**src/rtl/cache_fill_fsm.sv**
```systemverilog
// rtl/cache_fill_fsm.sv - cache miss block-fill controller; CACHE_CWF_EN selects critical-word-first ordering
module cache_fill_fsm #(
    parameter int BLOCK_WORDS = 8
) (
    input  logic                           clk,
    input  logic                           rst,
    input  logic                           miss_detected,
    input  logic [15:0]                    miss_address,
    input  logic                           memory_data_valid,
    output logic                           fsm_busy,
    output logic                           mem_en,
    output logic [15:0]                    memory_address,
    output logic                           write_data_array,
    output logic [$clog2(BLOCK_WORDS)-1:0] fill_word_idx,
    output logic                           write_tag_array
);

    localparam int IDX_W = $clog2(BLOCK_WORDS);
    localparam int OFF_W = IDX_W + 1;
    localparam int CNT_W = IDX_W + 1;
    localparam logic [CNT_W-1:0] FULL     = CNT_W'(BLOCK_WORDS);
    localparam logic [CNT_W-1:0] LAST     = CNT_W'(BLOCK_WORDS - 1);
    localparam logic [15:0]      OFF_MASK = 16'((1 << OFF_W) - 1);

    typedef enum logic {
        IDLE = 1'b0,
        FILL = 1'b1
    } state_t;

    state_t             state;
    state_t             next_state;
    logic [15:0]        base_addr;
    logic [CNT_W-1:0]   issue_cnt;
    logic [CNT_W-1:0]   recv_cnt;
    logic [IDX_W-1:0]   start_idx;
    logic [IDX_W-1:0]   miss_word;
    logic [IDX_W-1:0]   issue_word;
    logic [IDX_W-1:0]   recv_word;

    // Word slot where the fill order begins for a new miss.
`ifdef CACHE_CWF_EN
    assign miss_word = miss_address[OFF_W-1:1];
`else
    assign miss_word = '0;
`endif

    // Offsets wrap inside the block because the sum is truncated to IDX_W bits.
    assign issue_word = start_idx + issue_cnt[IDX_W-1:0];
    assign recv_word  = start_idx + recv_cnt[IDX_W-1:0];

    // State register.
    always_ff @(posedge clk) begin
        if (rst) begin
            state <= IDLE;
        end else begin
            state <= next_state;
        end
    end

    // Block base, start word and issue/receive counters; re-armed on every IDLE cycle.
    always_ff @(posedge clk) begin
        if (rst) begin
            base_addr <= '0;
            start_idx <= '0;
            issue_cnt <= '0;
            recv_cnt  <= '0;
        end else if (state == IDLE) begin
            if (miss_detected) begin
                base_addr <= miss_address & ~OFF_MASK;
                start_idx <= miss_word;
            end
            issue_cnt <= '0;
            recv_cnt  <= '0;
        end else begin
            if (mem_en) begin
                issue_cnt <= issue_cnt + 1'b1;
            end
            if (write_data_array) begin
                recv_cnt <= recv_cnt + 1'b1;
            end
        end
    end

    // Next state: a miss starts a fill; the last returning word ends it.
    always_comb begin
        next_state = state;
        case (state)
            IDLE: begin
                if (miss_detected) begin
                    next_state = FILL;
                end
            end
            FILL: begin
                if (write_tag_array) begin
                    next_state = IDLE;
                end
            end
            default: next_state = IDLE;
        endcase
    end

    // Outputs decoded from state, counters and the memory valid with no added latency.
    always_comb begin
        fsm_busy         = 1'b0;
        mem_en           = 1'b0;
        memory_address   = '0;
        write_data_array = 1'b0;
        fill_word_idx    = '0;
        write_tag_array  = 1'b0;
        if (state == FILL) begin
            fsm_busy = 1'b1;
            if (issue_cnt != FULL) begin
                mem_en         = 1'b1;
                memory_address = base_addr | {{(16 - OFF_W){1'b0}}, issue_word, 1'b0};
            end
            if (memory_data_valid && (recv_cnt != FULL)) begin
                write_data_array = 1'b1;
                fill_word_idx    = recv_word;
                write_tag_array  = (recv_cnt == LAST);
            end
        end
    end

endmodule
```
**config.mk**
```make
export PLATFORM = sky130hd
export DESIGN_NAME = cache_fill_fsm
export DESIGN_NICKNAME = d
export VERILOG_FILES = /design/src/rtl/cache_fill_fsm.sv
export SDC_FILE = /design/constraint.sdc
export NUM_CORES = 1
export LEC_CHECK = 0
export ABC_CLOCK_PERIOD_IN_PS = 1800
export CAP_MARGIN = 30
export CORE_UTILIZATION = 42
export DETAILED_ROUTE_END_ITERATION = 6
export PLACE_DENSITY = 0.84
export SYNTH_ARGS = -nofsm -noshare
export SYNTH_HDL_FRONTEND = slang
export SYNTH_SLANG_ARGS = --single-unit
```
**constraint.sdc**
```tcl
create_clock -name clk -period 1.8 [get_ports clk]
set_clock_uncertainty 0.15 [all_clocks]
set_input_delay 0.36 -clock clk [delete_from_list [all_inputs] [get_ports clk]]
set_output_delay 0.36 -clock clk [all_outputs]
set_load 0.02 [all_outputs]
```
Word-level counts from Yosys, hierarchy flattened
Index checks and enable logic that the tools add are counted.
- bitwise logic cells: 2
- muxes and demuxes: 14
- reductions and logical operators: 3
- $add $sub $neg: 2
- equal/unequal tests: 3
- operator list (operator ; number):
    16-bit 2-to-1 mux ; 2
    16-bit by 4-bit OR with 16-bit output ; 1
    1-bit 2-to-1 mux ; 9
    4-bit by 1-bit adder with 4-bit output, second input constant ; 2
    4-bit inequality test, second input constant ; 2
    3-bit 2-to-1 mux ; 2
    4-bit by 3-bit == test with 1-bit output, second input constant ; 1
    1-bit case mux with 2 select lines ; 1
    2-bit AND reduction ; 1
    2-bit OR reduction ; 1
    1-bit logical AND ; 1
    1-bit inverter ; 1
- input bits: 20
- word-level logic and storage cells: 28
- output and inout port bits: 23
- bits in registers: 21

Depth between registers and ports, before layout
Gate-level depths: netlist (run 1).
- depth after elaboration: 6
- depth in mapped cells: 6
- gate-level depth less buffers: 5

Worst setup path after synthesis (run 1)
OpenSTA, ideal clock, no wires.
- path type: reg-to-output
- from: register issue_cnt[0]
- to: output port memory_address[10]
- arrival: 1.372 ns
- path buffers: 1
- data required time: 1.290 ns
- stages on the path, launching flop included: 7
- setup slack: -0.082 ns
- path through: dfxtp_1 inv_1 ha_1 and3b_1 nor2b_4 buf_6 and2_1
- word-level cells in the longest chain between the ends: 3
- RTL lines (item ; line ; source):
    from (decl) ; 33 ; logic [CNT_W-1:0] issue_cnt;
    from (signal assigned) ; 76 ; issue_cnt <= issue_cnt + 1'b1;
    4-bit inequality test ; 112 ; if (issue_cnt != FULL) begin
    16-bit 2-to-1 mux ; 112 ;
    16-bit 2-to-1 mux ; 110 ; if (state == FILL) begin
    to (decl) ; 12 ; output logic [15:0] memory_address,
No other way between the ends.

Final worst setup path (run 1)
- from: register issue_cnt[0]
- to: output port memory_address[14]
Same word-level chain as after synthesis.

==> impl_metrics.ini, run 1 <==
[outcome]
status = finished, violations left
violations = negative setup slack

[global_route]
antenna_found_initial = 0
grt_pass1_vias = 968
grt_pass1_wl_mm = 4.043
gr-total-overflow = 0
grt_max_degree = 14
grt_usage = 0.2043

[yosys]
ys.flop_type = dfxtp_1
ys_seq_area_frac = 0.4058
ys_ff_latch = 21
synthArstFlopShare = 0
synth_edf_count = 0
syn_nets = 150
yosys_warnings = 0
synth_area_um2 = 1036
syn_avg_cell_area_um2 = 8.222
synthDistinctLibCells = 26
netlist_instances = 126

[worst_setup_path]
end_kind = output port
critPathBufInv = 3
r2r-start = recv_cnt[0]$_SDFFE_PP0P_
critPathSlowestCell = dfxtp_2
crit_type = reg2out
crit_start = issue_cnt[0]$_SDFFE_PP0P_
critPathTopFamily = simple AND/OR/NAND/NOR gates
start_kind = register
crit_fanout = 11
crit_chain = inv_2 -> ha_4 -> and3b_2 -> nor2b_4 -> buf_12 -> and2_1 -> buf_6
cp.arrival_ns = 1.63
critPathRequiredTime_ns = 1.29
critPathMaxStageDelay_ns = 0.35

[timing]
setup_viol_count_final = 17
rsz0062_at_grt = yes
fin_crit_sh = 1.187
whs_ns = 0.3139
fmax_mhz = 467.9
fin_crit_ns = 2.137
report.final.slew_viol_count = 0
finalHoldViolCount = 0
setup_ws_ns = -0.3373

[power_and_ir_drop]
p_int_mw = 0.6853
p_per_area_nw_per_um2 = 526.6
clock_power_share = 0.251
ir_drop_v = 0.0007704
sw_frac_of_total = 0.2695
p_seq_frac = 0.527
switching_power_mw = 0.2529
p_leak_nw = 0.7813
comb_power_share = 0.222

[clock_tree]
cts.sinks = 21
cts.clk_slew.worst_paths_ns = 0.12
clock_tree.root_cell = clkbuf_4
htreeDepth = 1
worst_skew_pair.late_latency_ns = 0.31
postCtsHoldBufs = 0
cts_made_buffers = 3
cts_tree = yes
cts.path.max_buffers = 2

[drt]
routed-via-count = 1072
route.antenna.remaining_nets = 0
routedWlPerCell_um = 12.99
drc = 0
routed_via_density = 4.873
drt-initial-drc-count = 7
dr.pass1.iters = 4
wl_mm = 2.857

[finish]
mostFrequentLayoutCells = nand2_1 (31), buf_4 (28), buf_6 (20)
design_area_um2 = 1782
antenna_cells = 0
num-nets-final = 217
syn_to_final_growth_pct = 71.98
layout-drive-gt1-share = 0.4271
final_common_cell = nand2_1
fin_util = 0.7828

[hold_path]
min_path_type = reg2reg
min_from = base_addr[11]$_SDFFE_PP0P_

[placed_design]
dpl_cell_area_um2 = 1594
io_buffers = 37
gp_congestion = 0.7621
dp_worst_setup_slack_ns = -0.5587
hpwl_mm = 1.858

[job]
max-cap-violations = 0

[die]
rows = 17
chipWidth_um = 51.67
ios = 43
start_util = 0.4552
fp.coreArea_um2 = 2276
fp.dieArea_um2 = 2669
fp.dieH_um = 51.67
path summary, 6_finish.rpt:
check / slack (ns) / cells after the start / endpoint
setup / recovery: -0.34 / 7 / memory_address[14]
setup reg to reg: 0.18 / 7 / state$_SDFF_PP0_
hold reg to reg: 0.31 / 2 / base_addr[11]$_SDFFE_PP0P_
hold / removal: 0.31 / 2 / base_addr[11]$_SDFFE_PP0P_
logic make-up after synthesis:
family	count (synthesis)	synth area share
muxes	1	0.009662
DFF	21	0.4058
AOI/OAI and AO/OA	18	0.1003
and+or+nand+nor	69	0.3563
xor gates and xnor gates	2	0.01691
other	1	0.003620
adders and majority gates	4	0.04831
buffers and inverters	10	0.05916
sequential cells by signal (all words and copies together), names as in the netlist:
name and flops:
recv_cnt 4, state 1, issue_cnt 4, base_addr 12
tightest hold or removal path, cell delays in order, from the launching register on:
cell     delay (ns)
dfxtp_1        0.33
nand2_1        0.05
a21oi_1        0.05
cells in the mapped netlist, types with 3 or more instances:
master | n | area [um^2]
and2_1 | 17 | 106.4
a211o_1 | 3 | 26.28
nand2b_1 | 3 | 18.77
dfxtp_1 | 21 | 420.4
ha_1 | 4 | 50.05
nand4_1 | 4 | 25.02
inv_1 | 4 | 15.01
nor2_1 | 3 | 11.26
a21oi_1 | 14 | 70.07
nand2_1 | 31 | 116.4
per-layer routing:
metal | vias up | routed length (um) | GRT usage
li1 | 545 | - | -
met1 | 502 | 1213 | 0.2316
met2 | 23 | 1501 | 0.3636
met3 | 2 | 124 | 0.05556
met4 | 0 | 17 | 0.07207
met5 | - | 0 | 0
stage by stage:
stage                     std cells  total power, mW  TNS (ns)
after floorplan                 126           0.5916         0
after detailed placement        206           0.6821    -8.805
after global placement          206           0.6768    -8.218
after CTS                       215           0.9192    -4.580
after global routing            220           0.9798    -6.245
final                           220           0.9382    -4.669
power groups by stage:
stage               Clock (mW)  Sequential [mW]  Combinational, mW
finish                   0.235            0.494              0.209
global route             0.259            0.497              0.224
CTS                      0.232            0.493              0.194
detailed placement           0            0.503              0.179
global placement             0            0.502              0.175
floorplan                    0            0.504             0.0872
layout make-up:
type                       instances  area (um^2)
fill                             147        494.2
clock buffer                       4        26.28
multi-input combinational         95        635.6
sequential                        21        426.7
inverter                           4        15.01
timing repair buffer              68        643.1
tap                               28        35.03
repair_timing:
action | in CTS | in global routing
setup endpoints to repair | 22 | 20
hold endpoints to repair | 0 | 0
setup buffers | 6 | 5
gates resized for setup | 128 | 9
pin swaps | 4 | 5
Power figures use the tool's default switching activity.
==> run 2: changes to the inputs <==
--- a/config.mk
+++ b/config.mk
@@ -10,6 +10,7 @@
 export CORE_UTILIZATION = 42
 export DETAILED_ROUTE_END_ITERATION = 6
 export PLACE_DENSITY = 0.84
+export SLEW_MARGIN = 0
 export SYNTH_ARGS = -nofsm -noshare
 export SYNTH_HDL_FRONTEND = slang
 export SYNTH_SLANG_ARGS = --single-unit
==> results of run 2 <==
Same layout as run 1: the final DEF is identical, and so are final timing and power.
==> run 3: changes to the inputs <==
--- a/config.mk
+++ b/config.mk
@@ -9,7 +9,7 @@
 export CAP_MARGIN = 30
 export CORE_UTILIZATION = 42
 export DETAILED_ROUTE_END_ITERATION = 6
-export PLACE_DENSITY = 0.84
+export PLACE_DENSITY = 0.82
 export SLEW_MARGIN = 0
 export SYNTH_ARGS = -nofsm -noshare
 export SYNTH_HDL_FRONTEND = slang
==> impl_metrics.ini, run 3 (synthesis gave the netlist of run 1 again) <==
[finish]
top_regs = base_addr (12), issue_cnt (4), recv_cnt (4)
regArea_um2 = 430.4
antenna_cells = 0
multiInputGateArea_um2 = 636.9
largest_reg_flops = 12
regMostFlops = base_addr
fin_util = 0.7757
fill_cells = 147
layout.cells.non_filler = 217
num-nets-final = 214
layout-drive-gt1-share = 0.4497
design_area_um2 = 1765
syn_to_final_growth_pct = 70.41
final_common_cell = nand2_1
mostFrequentLayoutCells = nand2_1 (31), buf_6 (26), buf_4 (20)

[outcome]
status = finished, violations left
violations = negative setup slack

[drt]
drc = 0
routedWlPerCell_um = 13.98
route.antenna.remaining_nets = 0
dr.pass1.iters = 4
routed_via_density = 5.083
routed-via-count = 1103
drt-initial-drc-count = 23
wl_mm = 3.034

[placed_design]
io_buffers = 37
hpwl_mm = 2.031
dp_cells = 206
gp_congestion = 0.7192
dpl_cell_area_um2 = 1582

[timing]
finalHoldViolCount = 0
whs_ns = 0.3144
fin_crit_sh = 1.210
rsz0062_at_grt = yes
setup_ws_ns = -0.3785
fin_crit_ns = 2.179
finalSetupTns_ns = -5.202
report.final.slew_viol_count = 0
fmax_mhz = 459.0
setup_viol_count_final = 17

[worst_setup_path]
start_kind = register
crit_type = reg2out
reg2reg_depth = 9
r2r_end = issue_cnt[0]$_SDFFE_PP0P_
critPathMaxStageDelay_ns = 0.36
cp.arrival_ns = 1.67
crit_fanout = 7
timing.critical_path.mode_cell = buf_6
crit_chain = inv_2 -> ha_4 -> and3b_2 -> nor2b_4 -> buf_6 -> and2_4 -> buf_6
end_kind = output port
critPathSlowestCell = dfxtp_2
critPathTopFamily = simple AND/OR/NAND/NOR gates
rrSetupSlack_ns = 0.09
critPathRequiredTime_ns = 1.29
critPathBufInv = 3
r2r-start = issue_cnt[0]$_SDFFE_PP0P_

[power_and_ir_drop]
p_leak_nw = 0.7726
p_per_area_nw_per_um2 = 531.9
ir_drop_v = 0.0005165

[clock_tree]
cts_tree = yes
cts_made_buffers = 3
cts.sinks = 21
cts.clk_slew.worst_paths_ns = 0.13
cts.path.max_buffers = 2
worst_skew_pair.late_latency_ns = 0.31
htreeDepth = 1
clock_tree.root_cell = clkbuf_4

[global_route]
gr-usage-met3 = 0.03216
antenna_found_initial = 0
grt_pass1_vias = 1032
met2_usage = 0.4264
grt-busiest-layer = met2
grt_pass1_wl_mm = 4.464
gr-total-overflow = 0
grt_max_degree = 14
use_met1 = 0.2559
grt_usage = 0.2298

[die]
rows = 17
ios = 43
fp.dieArea_um2 = 2669
fp.coreArea_um2 = 2276
chipWidth_um = 51.67
fp.dieH_um = 51.67
start_util = 0.4552

[job]
max-cap-violations = 0

[hold_path]
min_to = base_addr[15]$_SDFFE_PP0P_
min_from = base_addr[15]$_SDFFE_PP0P_
min_delay_path_depth = 2
min_path_type = reg2reg
run 3: final cells by class:
class	count	share of cell area
flip-flops and latches	21	0.2438
repair buffers	65	0.3522
multi-input cells	95	0.3607
inverters	4	0.008505
clock buffers	4	0.01488
well taps	28	0.01984
run 3: per-layer routing:
layer | vias to the layer above | routed length [um]
met3 | 4 | 115
met5 | - | 0
li1 | 537 | -
met4 | 0 | 23
met1 | 530 | 1273
met2 | 32 | 1622
run 3: timing repair:
action	CTS	global route
buffers inserted	3	4
hold endpoints to repair	0	0
endpoints found under the setup margin	22	21
hold buffers	0	0
pin swaps	16	5
gates resized for setup	127	23
gates cloned	1	0
run 3: stage by stage:
stage	power, mW	setup slack [ns]
floorplan	0.5916	0.01756
global placement	0.6733	-0.5133
CTS	0.9270	-0.3519
finish	0.9390	-0.3785
global route	0.9800	-0.4419
detailed placement	0.6790	-0.5135
run 3: power breakdown:
group	switching [mW]	total [mW]	internal, mW
logic	0.0933	0.210	0.117
registers	0.0124	0.496	0.483
clock network	0.147	0.233	0.0863
run 3: worst max path at each step:
stage,from,to,cells after the start
2_1_floorplan,issue_cnt[0]$_SDFFE_PP0P_,memory_address[10],6
3_3_place_gp,memory_data_valid,write_tag_array,4
3_5_place_dp,memory_data_valid,write_tag_array,4
4_1_cts,issue_cnt[0]$_SDFFE_PP0P_,memory_address[15],7
5_1_grt,issue_cnt[0]$_SDFFE_PP0P_,memory_address[4],7
6_report,issue_cnt[0]$_SDFFE_PP0P_,memory_address[4],7
run 3: worst min-delay path: cells and delay by family (launching register included):
kind / cells / cell delay [ns]
AO/OA/AOI/OAI: 1 / 0.05
AND/OR/NAND/NOR: 1 / 0.05
flip-flops: 1 / 0.33
==> RTL change: new RTL, flow settings as in run 2 <==
Reset style: asynchronous (`rst`), changed in 2 clocked blocks.
--- a/src/rtl/cache_fill_fsm.sv
+++ b/src/rtl/cache_fill_fsm.sv
@@ -49,7 +49,7 @@
     assign recv_word  = start_idx + recv_cnt[IDX_W-1:0];
 
     // State register.
-    always_ff @(posedge clk) begin
+    always_ff @(posedge clk or posedge rst) begin
         if (rst) begin
             state <= IDLE;
         end else begin
@@ -58,7 +58,7 @@
     end
 
     // Block base, start word and issue/receive counters; re-armed on every IDLE cycle.
-    always_ff @(posedge clk) begin
+    always_ff @(posedge clk or posedge rst) begin
         if (rst) begin
             base_addr <= '0;
             start_idx <= '0;
Function: differs if rst is asserted again (counterexample within 4 cycles, from zero or initial values and one cycle with rst high); with rst held inactive, the same outputs for 10 cycles.
==> RTL change against run 2 <==
- the flow still finishes with violations (setup timing)
- synthesized area up 5.1%
- first-iteration DRC count grew to 4.3 times the old value
- die area is 4.9% higher
- sequential cell count did not move
- routed wire length down 1.4%
- setup slack better by 0.074 ns
- critical path depth fell by 1
- final area rose by 1.9%
- critical endpoint unchanged
- highest routed layer unchanged
Power is left out: it rests on default switching activity, and per cell area and clock period it moved more than threefold.
==> RTL change: results (changes against run 2) <==
| Metric | Value |
|---|---|
| Drt wl/cell | `14.4 um (was 13.0 um)` |
| Top delay family on crit path | `flip-flops (was simple AND/OR/NAND/NOR gates)` |
| Post-layout utilization of the core | `74.0% (was 78.3%)` |
| Hold Crit Class | `primary input to async pin (was flip-flop to flip-flop)` |
| Top_reg_cell synth | `dfrtp_1 (was dfxtp_1)` |
| Crit Path Max Fanout | `9 (was 11)` |
| Post-synthesis xor/xnor area fraction | `3.22% (was 1.69%)` |
| Post-route setup TNS | `-4.25 ns (was -4.67 ns)` |
| Min setup slack post-route | `-0.264 ns (was -0.337 ns)` |
| Post-synthesis sequential area ratio | `48.3% (was 40.6%)` |
| Largest net degree at the start of global routing | `22 (was 14)` |
| Post-DR vias/cell | `5.04 (was 4.87)` |
| GPL Wtd Cong | `0.761 (was 0.762)` |
| Adder-cell area share of the yosys netlist | `4.60% (was 4.83%)` |
| Signal buffers share of area | `33.6% (was 36.1%)` |
| Post-synth top cells | `21 x dfrtp_1, 15 x and3_1, 12 x mux2_2 (was 31 x nand2_1, 21 x dfxtp_1, 17 x and2_1)` |
| Vias in the first global route | `863 (was 968)` |
| Largest stage delay, worst path | `0.41 ns (was 0.35 ns)` |
| Placed cell area | `0.00165 mm2 (was 0.00159 mm2)` |
| Outcome | `finished, violations left (unchanged)` |
| Final Net Count | `191 (was 217)` |
| CP max stage cell | `dfrtp_1 (was dfxtp_2)` |
| Met1 wire length | `1.14 mm (was 1.21 mm)` |
| CTS resizes | `101 (was 128)` |
| First-pass GRT wire length | `3.68 mm (was 4.04 mm)` |
| Logic inverters | `5 (was 4)` |
| Total setup buffers inserted after CTS | `4 (was 6)` |
| Post-detail-place hpwl | `1.79 mm (was 1.86 mm)` |
| Crit path DAT | `1.55 ns (was 1.63 ns)` |
| Dominant cells by area after synthesis | `dfrtp_1 48%, mux2_2 12%, and3_1 8.6% (was dfxtp_1 41%, nand2_1 11%, and2_1 10%)` |
| Final clock-cell share | `1.45% (was 1.47%)` |
| Pre-CTS WS | `-0.538 ns (was -0.559 ns)` |
| Rows | `18 (was 17)` |
| Syn nets | `123 (was 150)` |
| Failing checks | `setup timing (unchanged)` |
| Setup violators final | `19 (was 17)` |
| Final wirelength | `2.82 mm (was 2.86 mm)` |
| Metal3 WL | `175 um (was 124 um)` |
| Share of layout cells above drive strength 1 | `53.6% (was 42.7%)` |
| Grt met2 use | `32.5% (was 36.4%)` |
| Non-Clock Buffer Count | `69 (was 68)` |
| Sequential share of cell area | `28.9% (was 23.9%)` |
| Multi-input combinational area share | `32.9% (was 35.7%)` |
| #MultiIn Comb | `67 (was 95)` |
==> RTL change: path summary, 6_finish.rpt <==
| path | endpoint | cells past startpoint | slack [ns] | from |
|---|---|---|---|---|
| setup reg to reg | recv_cnt[2]$_DFFE_PP0P_ | 6 | 0.17 | recv_cnt[1]$_DFFE_PP0P_ |
| max in group asynchronous | state$_DFF_PP0_ | 3 | 1.02 | rst |
| min in group clk | base_addr[8]$_DFFE_PP0P_ | 1 | 0.37 | base_addr[8]$_DFFE_PP0P_ |
| setup / recovery | memory_address[14] | 6 | -0.26 | issue_cnt[0]$_DFFE_PP0P_ |
| hold / removal | base_addr[4]$_DFFE_PP0P_ | 3 | 0.24 | rst |
| hold reg to reg | base_addr[8]$_DFFE_PP0P_ | 1 | 0.37 | base_addr[8]$_DFFE_PP0P_ |
==> RTL change: cells by family after synthesis <==
group | Yosys count
mux | 15
compound gates | 1
other cells | 1
fa+ha+maj | 4
buf+inv | 11
xor+xnor | 4
simple gates | 42
flops | 21
